## config.mk

```make
export PLATFORM = sky130hd
export DESIGN_NAME = coffee_vending_ctrl
export DESIGN_NICKNAME = d
export VERILOG_FILES = /design/src/rtl/coffee_vending_ctrl.sv
export SDC_FILE = /design/constraint.sdc
export NUM_CORES = 1
export LEC_CHECK = 0
export CORE_ASPECT_RATIO = 1.1
export CORE_MARGIN = 5
export CORE_UTILIZATION = 30
export CTS_CLUSTER_DIAMETER = 80
export DETAILED_ROUTE_END_ITERATION = 7
export PLACE_DENSITY = 0.55
export SYNTH_ARGS = -nofsm -noshare
export SYNTH_HDL_FRONTEND = slang
export SYNTH_SLANG_ARGS = --single-unit
export TNS_END_PERCENT = 10
```

## constraint.sdc

```tcl
create_clock -name clock -period 9.9 [get_ports clock]
set_input_delay 1.98 -clock clock [delete_from_list [all_inputs] [get_ports clock]]
set_output_delay 1.98 -clock clock [all_outputs]
set_load 0.005 [all_outputs]
```

## src/rtl/coffee_vending_ctrl.sv

```systemverilog
// rtl/coffee_vending_ctrl.sv - coin credit, drink pricing and timed recipe controller for the coffee machine
module coffee_vending_ctrl #(
    parameter int CREDIT_W    = 11,
    parameter int MAX_CREDIT  = 1500,
    parameter int NUM_DRINKS  = 4,
    localparam int SEL_W      = (NUM_DRINKS > 1) ? $clog2(NUM_DRINKS) : 1,
    parameter logic [NUM_DRINKS*CREDIT_W-1:0] PRICES = {11'd1000, 11'd800, 11'd600, 11'd500},
    parameter logic [NUM_DRINKS*20-1:0] RECIPE = {20'h32012, 20'h02122, 20'h00123, 20'h00023},
    parameter int TICK_CYCLES = 50_000_000
) (
    input  logic                clock,
    input  logic                reset,
    input  logic                coin_100,
    input  logic                coin_500,
    input  logic [SEL_W-1:0]    drink_sel,
    input  logic                start,
    input  logic                cancel,
    output logic [CREDIT_W-1:0] credit,
    output logic [CREDIT_W-1:0] change,
    output logic [4:0]          ingredient,
    output logic                busy,
    output logic                finished,
    output logic                coin_reject,
    output logic                insufficient
);

    localparam int PW = (TICK_CYCLES > 1) ? $clog2(TICK_CYCLES) : 1;

    localparam logic [1:0] S_IDLE     = 2'd0;
    localparam logic [1:0] S_DISPENSE = 2'd1;
    localparam logic [1:0] S_DONE     = 2'd2;

    // Step index 5 means "no further ingredient in this recipe".
    localparam logic [2:0] STEP_NONE = 3'd5;

    logic [1:0]          state;
    logic [SEL_W-1:0]    drink;
    logic [2:0]          step;
    logic [3:0]          tick_cnt;
    logic [PW-1:0]       presc;

    logic                tick;
    logic                sel_valid;
    int                  sel_idx;
    logic [CREDIT_W-1:0] sel_price;
    logic [2:0]          first_step;
    logic [2:0]          following_step;
    logic [3:0]          cur_dur;
    logic [CREDIT_W:0]   sum5;
    logic [CREDIT_W:0]   after5;
    logic [CREDIT_W:0]   sum1;
    logic [CREDIT_W:0]   coin_sum;
    logic                acc5;
    logic                acc1;
    logic                coin_rej;

    function automatic logic [3:0] dur_of(input int d, input int k);
        return RECIPE[(d*5 + k)*4 +: 4];
    endfunction

    // First ingredient at or after 'from' with a nonzero duration.
    function automatic logic [2:0] next_nz(input int d, input int from);
        logic [2:0] r;
        r = STEP_NONE;
        for (int k = 4; k >= 0; k--) begin
            if (k >= from && dur_of(d, k) != 4'd0) begin
                r = 3'(k);
            end
        end
        return r;
    endfunction

    // Drink lookup, recipe sequencing and coin acceptance (500 first, then 100 on the updated sum).
    always_comb begin
        tick           = (presc == PW'(TICK_CYCLES - 1));
        sel_valid      = (int'(drink_sel) < NUM_DRINKS);
        sel_idx        = sel_valid ? int'(drink_sel) : 0;
        sel_price      = PRICES[sel_idx*CREDIT_W +: CREDIT_W];
        first_step     = next_nz(sel_idx, 0);
        following_step = next_nz(int'(drink), int'(step) + 1);
        cur_dur        = dur_of(int'(drink), int'(step));
        sum5           = {1'b0, credit} + (CREDIT_W+1)'(500);
        acc5           = coin_500 && (sum5 <= (CREDIT_W+1)'(MAX_CREDIT));
        after5         = acc5 ? sum5 : {1'b0, credit};
        sum1           = after5 + (CREDIT_W+1)'(100);
        acc1           = coin_100 && (sum1 <= (CREDIT_W+1)'(MAX_CREDIT));
        coin_sum       = acc1 ? sum1 : after5;
        coin_rej       = (coin_500 && !acc5) || (coin_100 && !acc1);
    end

    // Main controller: credit handling in IDLE, timed valve sequencing in DISPENSE, one-tick finish in DONE.
    always_ff @(posedge clock or posedge reset) begin
        if (reset) begin
            state        <= S_IDLE;
            drink        <= '0;
            step         <= '0;
            tick_cnt     <= '0;
            presc        <= '0;
            credit       <= '0;
            change       <= '0;
            ingredient   <= '0;
            busy         <= 1'b0;
            finished     <= 1'b0;
            coin_reject  <= 1'b0;
            insufficient <= 1'b0;
        end else begin
            coin_reject  <= 1'b0;
            insufficient <= 1'b0;
            case (state)
                S_IDLE: begin
                    if (cancel) begin
                        change      <= credit;
                        credit      <= '0;
                        coin_reject <= coin_100 | coin_500;
                    end else if (start) begin
                        coin_reject <= coin_100 | coin_500;
                        if (sel_valid && credit >= sel_price) begin
                            drink    <= SEL_W'(sel_idx);
                            change   <= credit - sel_price;
                            credit   <= '0;
                            presc    <= '0;
                            tick_cnt <= '0;
                            busy     <= 1'b1;
                            if (first_step == STEP_NONE) begin
                                state      <= S_DONE;
                                finished   <= 1'b1;
                                ingredient <= '0;
                            end else begin
                                state      <= S_DISPENSE;
                                step       <= first_step;
                                ingredient <= 5'b00001 << first_step;
                            end
                        end else begin
                            insufficient <= 1'b1;
                        end
                    end else begin
                        credit      <= coin_sum[CREDIT_W-1:0];
                        coin_reject <= coin_rej;
                        if (acc5 || acc1) begin
                            change <= '0;
                        end
                    end
                end
                S_DISPENSE: begin
                    coin_reject <= coin_100 | coin_500;
                    if (tick) begin
                        presc <= '0;
                        if (tick_cnt + 4'd1 == cur_dur) begin
                            tick_cnt <= '0;
                            if (following_step == STEP_NONE) begin
                                state      <= S_DONE;
                                finished   <= 1'b1;
                                ingredient <= '0;
                            end else begin
                                step       <= following_step;
                                ingredient <= 5'b00001 << following_step;
                            end
                        end else begin
                            tick_cnt <= tick_cnt + 4'd1;
                        end
                    end else begin
                        presc <= presc + PW'(1);
                    end
                end
                S_DONE: begin
                    coin_reject <= coin_100 | coin_500;
                    if (tick) begin
                        presc    <= '0;
                        state    <= S_IDLE;
                        finished <= 1'b0;
                        busy     <= 1'b0;
                    end else begin
                        presc <= presc + PW'(1);
                    end
                end
                default: begin
                    state      <= S_IDLE;
                    busy       <= 1'b0;
                    finished   <= 1'b0;
                    ingredient <= '0;
                end
            endcase
        end
    end

endmodule

```

# Word level (Yosys, flattened, before mapping)
# Cells that the tools add are included.
dict set report totals {
  wordCells 186
  ff_bits 68
  in_bits 8
}
dict set report classes {
  multipliers 3
  n_addsub 15
  n_mux 75
  shift 14
  n_reduce_logical 38
  eq_ne 17
  bitwise 4
  order_cmp 8
}
# op n
set ops {}
lappend ops {{80-bit by 32-bit indexed part select with 4-bit output (first input constant)} 9}
lappend ops {{30-bit by 3-bit adder with 30-bit output (second input constant)} 4}
lappend ops {{26-bit 2-to-1 mux} 4}
lappend ops {{11-bit 2-to-1 mux} 8}
lappend ops {{80-bit by 8-bit indexed part select with 4-bit output (first input constant)} 1}
lappend ops {{80-bit by 9-bit indexed part select with 4-bit output (first input constant)} 1}
lappend ops {{30-bit by 2-bit adder with 30-bit output (second input constant)} 2}
lappend ops {{30-bit by 4-bit adder with 30-bit output (second input constant)} 2}
lappend ops {{26-bit one-hot mux with 2 select lines} 1}
lappend ops {{3-bit 2-to-1 mux} 15}
lappend ops {{44-bit by 7-bit indexed part select with 11-bit output (first input constant)} 1}
lappend ops {{4-bit nonzero test} 10}
lappend ops {{5-bit 2-to-1 mux} 7}
lappend ops {{26-bit by 1-bit adder with 26-bit output (second input constant)} 1}
lappend ops {{26-bit == test (second input constant)} 1}
lappend ops {{12-bit by 11-bit <= comparator with 1-bit output (second input constant)} 2}
lappend ops {{4-bit 2-to-1 mux} 5}
lappend ops {{2-bit != test (second input constant)} 10}
lappend ops {{1-bit 2-to-1 mux} 19}
lappend ops {{2-bit 2-to-1 mux} 8}
lappend ops {{8-bit AND reduction} 2}
lappend ops {{5-bit one-hot mux with 3 select lines} 1}
lappend ops {{11-bit by 9-bit adder with 12-bit output (second input constant)} 1}
lappend ops {{12-bit by 7-bit adder with 12-bit output (second input constant)} 1}
lappend ops {{37 further kinds} 58}

# Depth between registers and ports, before layout
dict set report logic_depth {
  word_depth 15
  depth_mapped 16
  mapped_depth_nobuf 15
}

# Worst setup path after synthesis
# OpenSTA, ideal clock, no wires.
dict set report synth_timing {
  kind {input to register}
  start {input drink_sel[0]}
  end {register presc[15]}
  setup_time_ps 110
  t_arrival_ps 4592
  slack_ps 5198
  cell_stages 15
  cell_sequence {inv_1 -> ha_1 -> ha_1 -> nand2b_1 -> a21o_1 -> a21oi_1 -> o21ai_0 -> a21oi_1 -> o21bai_1 -> a211o_1 -> a31oi_1 -> clkbuf_1 -> clkbuf_1 -> o21ai_0 -> o41ai_1}
}
dict set report synth_between {
  elab_chain_cells 5
}
# item line
set synth_lines {}
lappend synth_lines {{start, declared} 15} ;# input logic [SEL_W-1:0] drink_sel,
lappend synth_lines {{2-bit by 4-bit multiplier with 6-bit output} 78} ;# sel_price = PRICES[sel_idx*CREDIT_W +: CREDIT_W];
lappend synth_lines {{44-bit by 7-bit indexed part select with 11-bit output} 78}
lappend synth_lines {{11-bit greater-or-equal comparator} 117} ;# if (sel_valid && credit >= sel_price) begin
lappend synth_lines {{2-bit != test (no line)} --}
lappend synth_lines {{4-bit AND reduction (no line)} --}
lappend synth_lines {{end signal, assigned} 162} ;# presc <= presc + PW'(1);
lappend synth_lines {{end signal, assigned} 173} ;# presc <= presc + PW'(1);
lappend synth_lines {{end, declared} 40} ;# logic [PW-1:0] presc;
# Every way passes these cells.
# A chain may end at the register's enable or synchronous reset.

# Final worst setup path
dict set report layout_timing {
  start {input coin_500}
  end {register change[10]}
}
dict set report layout_between {
  elab_chain_cells 8
}
# item line
set layout_lines {}
lappend layout_lines {{start, declared} 14} ;# input logic coin_500,
lappend layout_lines {{1-bit logical AND *} 83} ;# acc5 = coin_500 && (sum5 <= (CREDIT_W+1)'(MAX_CREDIT));
lappend layout_lines {{12-bit 2-to-1 mux} 84} ;# after5 = acc5 ? sum5 : {1'b0, credit};
lappend layout_lines {{12-bit by 7-bit adder with 12-bit output} 85} ;# sum1 = after5 + (CREDIT_W+1)'(100);
lappend layout_lines {{12-bit by 11-bit <= comparator with 1-bit output} 86} ;# acc1 = coin_100 && (sum1 <= (CREDIT_W+1)'(MAX_CREDIT));
lappend layout_lines {{1-bit logical AND} 86}
lappend layout_lines {{1-bit logical OR *} 139} ;# if (acc5 || acc1) begin
lappend layout_lines {{3-bit nonzero test (no line) *} --}
lappend layout_lines {{3-bit AND reduction (no line) *} --}
lappend layout_lines {{end signal, assigned} 112} ;# change <= credit;
lappend layout_lines {{end signal, assigned} 119} ;# change <= credit - sel_price;
lappend layout_lines {{end, declared} 19} ;# output logic [CREDIT_W-1:0] change,
# Every way passes the cells marked *; elsewhere a longest branch is shown, timed or not.

==> flow_summary.json <==
{
  "holdWs_ps": 471,
  "status": "finished, final reports clean",
  "timing.setup.tns_ps": 0,
  "max_slew_margin": 0.171,
  "power.total_mw": 1.66,
  "dp_hpwl_um": 9110,
  "yosysUniqueCellTypes": 76,
  "multi_input_area_sq_mm": 0.00328,
  "drv_slew": 0,
  "rsz0062_at_grt": "no",
  "fin_nets": 666,
  "ys_warn_count": 0,
  "wl_per_cell_um": 14.8,
  "r2r_slack_ps": 5140,
  "p_per_area_mw_per_mm2": 279,
  "cts_root_buf": "clkbuf_16",
  "synth_area_per_cell_sq_um": 8.68,
  "drive_above_1_share": 0.0881,
  "clk_pin_slew_worst_paths_ps": 50,
  "cts_tree": "built",
  "synthArstFlopShare": 1.00,
  "ioPinCount": 39,
  "antenna_found_initial": 0,
  "hold_viol_final": 0,
  "seq_area_frac_synth": 0.311,
  "clockBufferDepth": 2,
  "port_buffers": 34,
  "cp.required_ps": 10120,
  "worst_pin_slew_ps": 1240,
  "grt_max_degree": 65,
  "fin_skew_ps": 5.95,
  "numClockSinks": 64,
  "ys_seq_elements": 64,
  "critPathKind": "input port to register",
  "worstPathArrival_ps": 5750,
  "first_iter_violations": 380,
  "netlist_instances": 594,
  "timing.final.crit_share": 0.559,
  "insertion_delay_ps": 330,
  "path_max_fanout": 10,
  "holdCritPathClass": "register to register",
  "via_count": 4393,
  "dpl-instance-area_sq_mm": 0.00565,
  "cp-endpoint": "change[10]",
  "holdBufCountCts": 0,
  "track_usage": 0.131,
  "die_h_um": 147,
  "post-route-util": 0.350,
  "setup_viol": 0,
  "htree_levels": 3,
  "maxCapViolCount": 0,
  "crit_path_start_kind": "input port",
  "r2r-start": "credit[2]",
  "routed_wl_um": 12700,
  "r2r_cells": 14,
  "end_kind": "register",
  "grt_pass1_vias": 4341,
  "final_area_sq_mm": 0.00593,
  "start_util": 0.304,
  "cellLeakagePower_nw": 2.53,
  "routed_via_density": 5.12,
  "drc": 0,
  "ys.flop_type": "dfrtp_1",
  "final_cell_mix": "nand2_1 (74), dfrtp_1 (64), o21ai_0 (54), nor2_1 (48), ha_1 (36)",
  "final_common_cell": "nand2_1",
  "peakVddDrop_uv": 96.5,
  "netlist_area_sq_mm": 0.00515,
  "overflow": 0,
  "final_antenna_net_count": 0,
  "final.fill_count": 1758,
  "rows": 50,
  "first_pass_iters": 5,
  "seq_area_sq_mm": 0.00160,
  "dieArea_sq_mm": 0.0199,
  "critPathLaunch": "coin_500",
  "core_area_sq_mm": 0.0170,
  "synth_edf_count": 0,
  "post_cts_resized": 0,
  "cts_setup_buffers": 0,
  "grt_pass1_wl_um": 21700,
  "rr_endpoint": "change[10]",
  "insertedDiodeCount": 0,
  "fin_crit_ps": 5540,
  "fmax_ghz": 0.181,
  "synthToLayoutAreaGrowth_pct": 15.0,
  "fp.dieW_um": 135,
  "routabilityCongestion": 0.910,
  "cts_made_buffers": 9
}
## final cells by class
| cell class | instances | area share |
|---|---|---|
| clock inverters | 4 | 0.00802 |
| well taps | 234 | 0.0494 |
| multi-input cells | 478 | 0.553 |
| clock buffers | 10 | 0.0386 |
| repair buffers | 36 | 0.0600 |
| inverters | 32 | 0.0203 |
| flip-flops and latches | 64 | 0.270 |
## cells in the mapped netlist, types with 5 or more instances
library cell  count  share of area
a211oi_1          5         0.0073
a21o_1            6         0.0087
a21oi_1          27          0.026
a22o_1            5         0.0085
a31oi_1           5         0.0061
and3_1           13          0.016
buf_4             9          0.013
clkbuf_1          8         0.0058
dfrtp_1          64           0.31
ha_1             36          0.087
inv_1            32          0.023
mux2_4            9          0.026
mux2i_1           8          0.016
nand2_1          74          0.054
nand3_1          17          0.017
nand4_1           7         0.0085
nor2_1           48          0.035
nor3_1           15          0.015
nor4_1            8         0.0097
nor4b_1           5         0.0085
o21ai_0          54          0.052
o31ai_1           6         0.0087
or2_2             7         0.0085
or3_1             5         0.0061
xnor2_1          28          0.048
xor2_1           10          0.017
## critical path, cell delays in order
cell	delay [ps]
clkdlybuf4s50_1	700
inv_1	210
or4_1	550
o22ai_1	260
or3_1	160
a31oi_1	150
o41ai_4	640
nor2_2	130
o21bai_2	620
mux2_4	350
## kinds of logic (layout without fill, tap and decap cells)
| group | Yosys count | after routing | synth area share |
|---|---|---|---|
| AOI/OAI and AO/OA | 149 | 149 | 0.200 |
| and+or+nand+nor | 230 | 230 | 0.224 |
| muxes | 18 | 18 | 0.0439 |
| buffers and inverters | 55 | 82 | 0.0566 |
| DFF | 64 | 64 | 0.311 |
| other | 1 | 4 | 0.000727 |
| adders and majority gates | 37 | 37 | 0.0913 |
| xor gates and xnor gates | 40 | 40 | 0.0733 |
## where the power goes
| group | internal (mW) | switching, mW | total (mW) |
|---|---|---|---|
| Sequential | 0.317 | 0.101 | 0.417 |
| Combinational | 0.412 | 0.524 | 0.937 |
| Clock | 0.191 | 0.111 | 0.302 |
## metal layers
layer	vias to the layer above	track usage	share of wire
li1	2169	-	-
met1	2088	0.173	0.46
met2	121	0.210	0.46
met3	15	0.0327	0.056
met4	0	0.0433	0.018
met5	-	0	0
## sequential cells by signal (all words and copies together) (netlist names)
register / flops
step: 3
finished: 1
insufficient: 1
busy: 1
coin_reject: 1
drink: 2
credit: 9
ingredient: 5
presc: 26
change: 9
tick_cnt: 4
state: 2
## worst min path at each step
stage / to / slack, ps / cells past startpoint / from
CTS: ingredient[3] / 480 / 2 / ingredient[3]
global placement: ingredient[4] / 470 / 2 / ingredient[4]
finish: ingredient[3] / 470 / 2 / ingredient[3]
floorplan: presc[6] / 440 / 1 / presc[6]
detailed placement: ingredient[3] / 470 / 2 / ingredient[3]
global route: presc[6] / 500 / 1 / presc[6]
## per-stage QoR
step           std cells  setup WS [ps]
6_report             858           4360
5_1_grt              858           4110
4_1_cts              858           4410
3_5_place_dp         844           4050
3_3_place_gp         844           4170
2_1_floorplan        597           5200
(Power assumes the default switching activity.)
